**config.mk**
```make
export PLATFORM = sky130hd
export DESIGN_NAME = mem_read_arbiter
export DESIGN_NICKNAME = d
export VERILOG_FILES = /design/src/rtl/mem_read_arbiter_pkg.sv /design/src/rtl/mem_read_arbiter_tag_pipe.sv /design/src/rtl/mem_read_arbiter.sv
export SDC_FILE = /design/constraint.sdc
export NUM_CORES = 1
export LEC_CHECK = 0
export CORE_MARGIN = 1.5
export CORE_UTILIZATION = 29
export DETAILED_ROUTE_END_ITERATION = 8
export PLACE_DENSITY = 0.76
export SETUP_SLACK_MARGIN = 0.3
export SLEW_MARGIN = 20
export SYNTH_ARGS = -nofsm -noshare
export SYNTH_HDL_FRONTEND = slang
export SYNTH_HIERARCHICAL = 1
export SYNTH_SLANG_ARGS = --single-unit
```
**constraint.sdc**
```tcl
create_clock -name clk -period 1.31 [get_ports clk]
set_input_delay 0.262 -clock clk [delete_from_list [all_inputs] [get_ports clk]]
set_output_delay 0.262 -clock clk [all_outputs]
set_load 0.01 [all_outputs]
```
**src/rtl/mem_read_arbiter_pkg.sv**
```systemverilog
// Shared definitions for the memory read arbiter: word size, VGA rebase offset,
// requester source enum and the in-flight read tag carried alongside each read.
package gc;

  localparam int unsigned WORD_SIZE = 16;
  localparam logic [WORD_SIZE-1:0] VGA_MEM_OFFSET = 16'h0400;

  typedef enum logic {
    SRC_CPU = 1'b0,
    SRC_VGA = 1'b1
  } arb_src_e;

  typedef struct packed {
    logic     valid;
    arb_src_e src;
  } arb_tag_t;

  // Character-buffer index to absolute word address; wraps modulo 2^WORD_SIZE.
  function automatic logic [WORD_SIZE-1:0] vga_rebase(input logic [WORD_SIZE-1:0] idx);
    return idx + VGA_MEM_OFFSET;
  endfunction

endpackage

```
**src/rtl/mem_read_arbiter_tag_pipe.sv**
```systemverilog
// Depth-N shift register of read tags; synchronously cleared while rst_n is low.
module arb_tag_pipe
  import gc::*;
#(
  parameter int unsigned DEPTH = 2
) (
  input  logic     clk,
  input  logic     rst_n,
  input  arb_tag_t i_tag,
  output arb_tag_t o_tag
);

  arb_tag_t r_stage [DEPTH];

  always_ff @(posedge clk) begin
    if (!rst_n) begin
      for (int unsigned i = 0; i < DEPTH; i++) begin
        r_stage[i] <= '0;
      end
    end else begin
      r_stage[0] <= i_tag;
      for (int unsigned i = 1; i < DEPTH; i++) begin
        r_stage[i] <= r_stage[i-1];
      end
    end
  end

  assign o_tag = r_stage[DEPTH-1];

endmodule

```
**src/rtl/mem_read_arbiter.sv**
```systemverilog
// CPU/VGA arbiter for the single memory read port with tag-steered returns.
// Optional CPU starvation guard compiled in with `define ARB_STARVE_GUARD_EN.
module mem_read_arbiter
  import gc::*;
#(
  parameter int unsigned READ_LATENCY = 2,
  parameter int unsigned MAX_CPU_WAIT = 8
) (
  input  logic                 clk,
  input  logic                 rst_n,
  input  logic                 cpuReq,
  input  logic [WORD_SIZE-1:0] cpuAdd,
  output logic                 cpuGnt,
  output logic                 cpuRvalid,
  output logic [WORD_SIZE-1:0] cpuRdata,
  input  logic                 vgaReq,
  input  logic [WORD_SIZE-1:0] vgaAdd,
  input  logic                 vgaUrgent,
  output logic                 vgaGnt,
  output logic                 vgaRvalid,
  output logic [WORD_SIZE-1:0] vgaRdata,
  output logic                 memReadEn,
  output logic [WORD_SIZE-1:0] memReadAdd,
  input  logic [WORD_SIZE-1:0] memDataRead
);

  if (READ_LATENCY < 1 || MAX_CPU_WAIT < 1) begin : g_param_check
    $error("mem_read_arbiter: READ_LATENCY and MAX_CPU_WAIT must be at least 1");
  end

  arb_src_e             r_last_gnt;
  logic                 r_mem_en;
  logic [WORD_SIZE-1:0] r_mem_add;
  arb_src_e             r_issue_src;
  logic                 w_cpu_gnt;
  logic                 w_vga_gnt;
  logic                 w_guard_hit;
  arb_tag_t             w_issue_tag;
  arb_tag_t             w_ret_tag;

`ifdef ARB_STARVE_GUARD_EN
  localparam int unsigned CNT_W = $clog2(MAX_CPU_WAIT + 1);
  localparam logic [CNT_W-1:0] CNT_MAX = CNT_W'(MAX_CPU_WAIT);

  logic [CNT_W-1:0] r_cpu_wait_cnt;

  always_ff @(posedge clk) begin
    if (!rst_n) begin
      r_cpu_wait_cnt <= '0;
    end else if (!cpuReq || w_cpu_gnt) begin
      r_cpu_wait_cnt <= '0;
    end else if (r_cpu_wait_cnt != CNT_MAX) begin
      r_cpu_wait_cnt <= r_cpu_wait_cnt + 1'b1;
    end
  end

  assign w_guard_hit = cpuReq && (r_cpu_wait_cnt == CNT_MAX);
`else
  assign w_guard_hit = 1'b0;
`endif

  always_comb begin
    w_cpu_gnt = 1'b0;
    w_vga_gnt = 1'b0;
    if (rst_n) begin
      if (w_guard_hit) begin
        w_cpu_gnt = 1'b1;
      end else if (vgaReq && vgaUrgent) begin
        w_vga_gnt = 1'b1;
      end else if (cpuReq && vgaReq) begin
        // Round-robin tie: whoever was not granted last goes now.
        if (r_last_gnt == SRC_VGA) begin
          w_cpu_gnt = 1'b1;
        end else begin
          w_vga_gnt = 1'b1;
        end
      end else if (cpuReq) begin
        w_cpu_gnt = 1'b1;
      end else if (vgaReq) begin
        w_vga_gnt = 1'b1;
      end
    end
  end

  always_ff @(posedge clk) begin
    if (!rst_n) begin
      r_last_gnt  <= SRC_VGA;
      r_mem_en    <= 1'b0;
      r_mem_add   <= '0;
      r_issue_src <= SRC_CPU;
    end else begin
      r_mem_en <= w_cpu_gnt || w_vga_gnt;
      if (w_cpu_gnt) begin
        r_last_gnt  <= SRC_CPU;
        r_issue_src <= SRC_CPU;
        r_mem_add   <= cpuAdd;
      end else if (w_vga_gnt) begin
        r_last_gnt  <= SRC_VGA;
        r_issue_src <= SRC_VGA;
        r_mem_add   <= vga_rebase(vgaAdd);
      end
    end
  end

  // The issue register is the first tag stage; the pipe then spans the memory latency.
  assign w_issue_tag = '{valid: r_mem_en, src: r_issue_src};

  arb_tag_pipe #(
    .DEPTH (READ_LATENCY)
  ) u_tag_pipe (
    .clk   (clk),
    .rst_n (rst_n),
    .i_tag (w_issue_tag),
    .o_tag (w_ret_tag)
  );

  assign cpuGnt     = w_cpu_gnt;
  assign vgaGnt     = w_vga_gnt;
  assign memReadEn  = r_mem_en;
  assign memReadAdd = r_mem_add;
  assign cpuRvalid  = rst_n && w_ret_tag.valid && (w_ret_tag.src == SRC_CPU);
  assign vgaRvalid  = rst_n && w_ret_tag.valid && (w_ret_tag.src == SRC_VGA);
  assign cpuRdata   = memDataRead;
  assign vgaRdata   = memDataRead;

endmodule
```
==> impl_metrics.toml <==
[run_status]
status = "completed"

[global_route]
grt_max_degree = 24
grt-ovfl-total = 0
grt_pass1_wl_mm = 4.34
antenna_found_initial = 0
grtUsageTotal_pct = 11.0
grt_pass1_vias = 954

[logic_synthesis]
synthCells = 139
syn-num-nets = 193
synth_area_sq_um = 1270
avgSynthCellArea_sq_um = 9.11
ys_seq_elements = 23
ys_seq_area_share_pct = 36.4
ys_types = 26
ys_warn_count = 6

[layout]
synthToLayoutAreaGrowth_pct = 47.1
n_fill_cell = 405
drive_gt1_share_pct = 40.1
final_nets = 237
n_antenna_cell = 0
fin_cells = 232

[routing]
drt-pass1-iter-count = 4
viasPerCell = 4.39
drc = 0
met1_length_mm = 1.20
vias = 1018
wire_per_inst_um = 11.8
wl_met2_mm = 1.26
ant_nets = 0
wl_met3_um = 279
topRoutingLayerUsed = "met3"
wirelength_mm = 2.75
drt_iter0_drc = 24

[placed_design]
io_buffers = 57
gp_congestion = 0.701
placedCellCount = 220
hpwl_mm = 2.03

[worst_setup_path]
r2r-start = "r_last_gnt$_SDFFE_PN1P_"
crit_start = "r_last_gnt$_SDFFE_PN1P_"
critPathSlowestCell = "dfxtp_4"
cp-end-kind = "output port"
crit_type = "register to output port"
worstPathCellList = "nand3b_1 -> nand3_2 -> inv_2 -> buf_6"
worstPathArrival_ns = 1.02
start_kind = "register"
crit_family = "flip-flops"
max_stage_delay_ns = 0.36
crit_required_ns = 1.05
cp_max_fo = 3
critPathBufInv = 2

[min_path]
hp-class = "register to register"
holdCritStartpoint = "u_tag_pipe/r_stage[0][0]$_SDFF_PN0_"

[timing]
finClkSkew_ns = 0.00261
slew_violations = 0
slew_headroom_pct = 82.1
timing.fmax_mhz = 780
finalCriticalPeriod_ns = 1.28
worstMarginPinSlew_ns = 0.266
hold_viol = 0
whs_ns = 0.435
rsz0062_at_grt = "true"
fin_crit_sh_pct = 97.8
setup_violations = 0

[pwr]
seq_power_share_pct = 47.3
power-per-cell-area_nw_per_um2 = 896
power.share.clock_pct = 26.1
power_frac_comb_pct = 26.7
swShare_pct = 25.3
internal-power_mw = 1.25
p_switching_mw = 0.423
cellLeakagePower_nw = 0.797
ir_drop_uv = 369

[die]
core.rowCount = 23
ioPinCount = 106
die_h_um = 69.1
start_util_pct = 31.0
core_sq_um = 4090
die_w_um = 69.1
die-area_sq_um = 4770

[clock_network]
h-tree-depth = 1
cts_sinks = 23
clk_pin_slew_ns = 0.08
cts_tree = "built"
cts_buffers = 3
holdBufCountCts = 0
cts_root_buf = "clkbuf_8"
clk_latency_ns = 0.26
clock_path_buffers = 2

[run]
cap_violations = 0
==> cell families after synthesis <==
family,after synthesis,synth area share (%)
fa+ha+maj,1,0.988
flops,23,36.4
compound gates,31,13.7
xor+xnor,4,2.77
simple gates,23,10.3
buf+inv,42,24.0
mux,15,11.9
==> worst reg2reg max path, cell delays in order (launching register included) <==
cell,delay (ns)
dfxtp_4,0.37
nand2b_4,0.07
a21oi_4,0.17
buf_4,0.15
buf_12,0.13
mux2i_1,0.19
o22ai_1,0.09
==> path summary, 6_finish.rpt <==
path              slack, ns                                   to  cells past startpoint
setup / recovery       0.03                               vgaGnt                      4
hold / removal         0.43  u_tag_pipe/r_stage[0][2]$_SDFF_PN0_                      1
setup reg to reg       0.04          memReadAdd[15]$_SDFFE_PN0P_                      6
hold reg to reg        0.43  u_tag_pipe/r_stage[0][2]$_SDFF_PN0_                      1
==> synthesized netlist by cell type <==
library cell | instances | share of area [%]
and3_1 | 2 | 0.99
a221oi_1 | 1 | 0.69
xnor2_1 | 2 | 1.4
nand2b_4 | 1 | 1.1
a21oi_4 | 1 | 1.3
o21ai_0 | 15 | 5.9
o22ai_1 | 1 | 0.49
ha_1 | 1 | 0.99
nand2b_1 | 1 | 0.49
clkbuf_1 | 2 | 0.59
and2_1 | 4 | 2.0
a21oi_1 | 11 | 4.3
mux2i_1 | 15 | 12
o21ai_1 | 1 | 0.39
xor2_1 | 2 | 1.4
inv_1 | 3 | 0.89
nand2_2 | 1 | 0.49
nor2_1 | 1 | 0.30
nand3b_1 | 1 | 0.59
nand2_1 | 4 | 1.2
dfxtp_1 | 23 | 36
o31ai_1 | 1 | 0.59
buf_4 | 34 | 20
nand3_1 | 8 | 3.2
buf_12 | 1 | 1.6
buf_2 | 2 | 0.79
==> layer usage <==
metal | global-route usage, % | vias to the layer above
li1 | - | 525
met1 | 13.6 | 455
met2 | 17.5 | 38
met3 | 4.68 | 0
met4 | 3.05 | 0
met5 | 0 | -
==> state kept, by name, summed over array words and instances, names as in the netlist <==
signal	flops
r_issue_src	1
r_last_gnt	1
memReadEn	1
memReadAdd	16
u_tag_pipe/r_stage	4
==> power by group through the flow <==
stage                     combinational, mW  sequential [mW]  clock, mW
final                                 0.446            0.789      0.435
after global routing                  0.484            0.796      0.507
after CTS                             0.419            0.785      0.461
after detailed placement              0.429            0.797          0
after global placement                0.423            0.797          0
after floorplan                       0.242            0.816          0
==> layout make-up <==
cell class	count	area, sq um	share of cell area [%]
Inverter	3	11.3	0.604
Clock buffer	3	41.3	2.22
Multi-Input combinational cell	74	526	28.2
Tap cell	50	62.6	3.36
Clock inverter	1	5.00	0.269
Sequential cell	23	484	26.0
Timing Repair Buffer	78	733	39.4
==> cells in the final DEF (no fill, tap or decap), types with 3 or more instances in the layout <==
cell,Yosys,final
buf_2,2,12
dlygate4sd2_1,0,3
clkbuf_8,0,3
buf_6,0,12
a21oi_1,11,11
buf_4,34,15
o21ai_1,1,4
mux2i_1,15,14
nand3_1,8,7
clkdlybuf4s50_1,0,32
o21ai_0,15,11
dfxtp_1,23,6
and2_1,4,4
nand2_1,4,4
dfxtp_2,0,16
==> timing repair <==
action                     4_1_cts  5_1_grt
setup endpoints to repair       40       33
resized for setup              110       19
gates cloned                     1        0
pin swaps                        2        1
setup buffers                    5        2
==> metrics by stage <==
step | utilization, % | TNS [ns] | setup slack, ns | area [sq um] | total power [mW]
after floorplan | - | 0 | 0.0705 | 1270 | 1.06
after global placement | 42.1 | -10.84 | -0.627 | 1720 | 1.22
after detailed placement | 42.1 | -11.24 | -0.638 | 1720 | 1.23
after CTS | 43.8 | 0 | 0.0400 | 1790 | 1.66
after global routing | 45.6 | -0.320 | -0.0343 | 1860 | 1.79
final | 45.6 | 0 | 0.0284 | 1860 | 1.67
No activity file was read; power rests on OpenSTA's default activity.
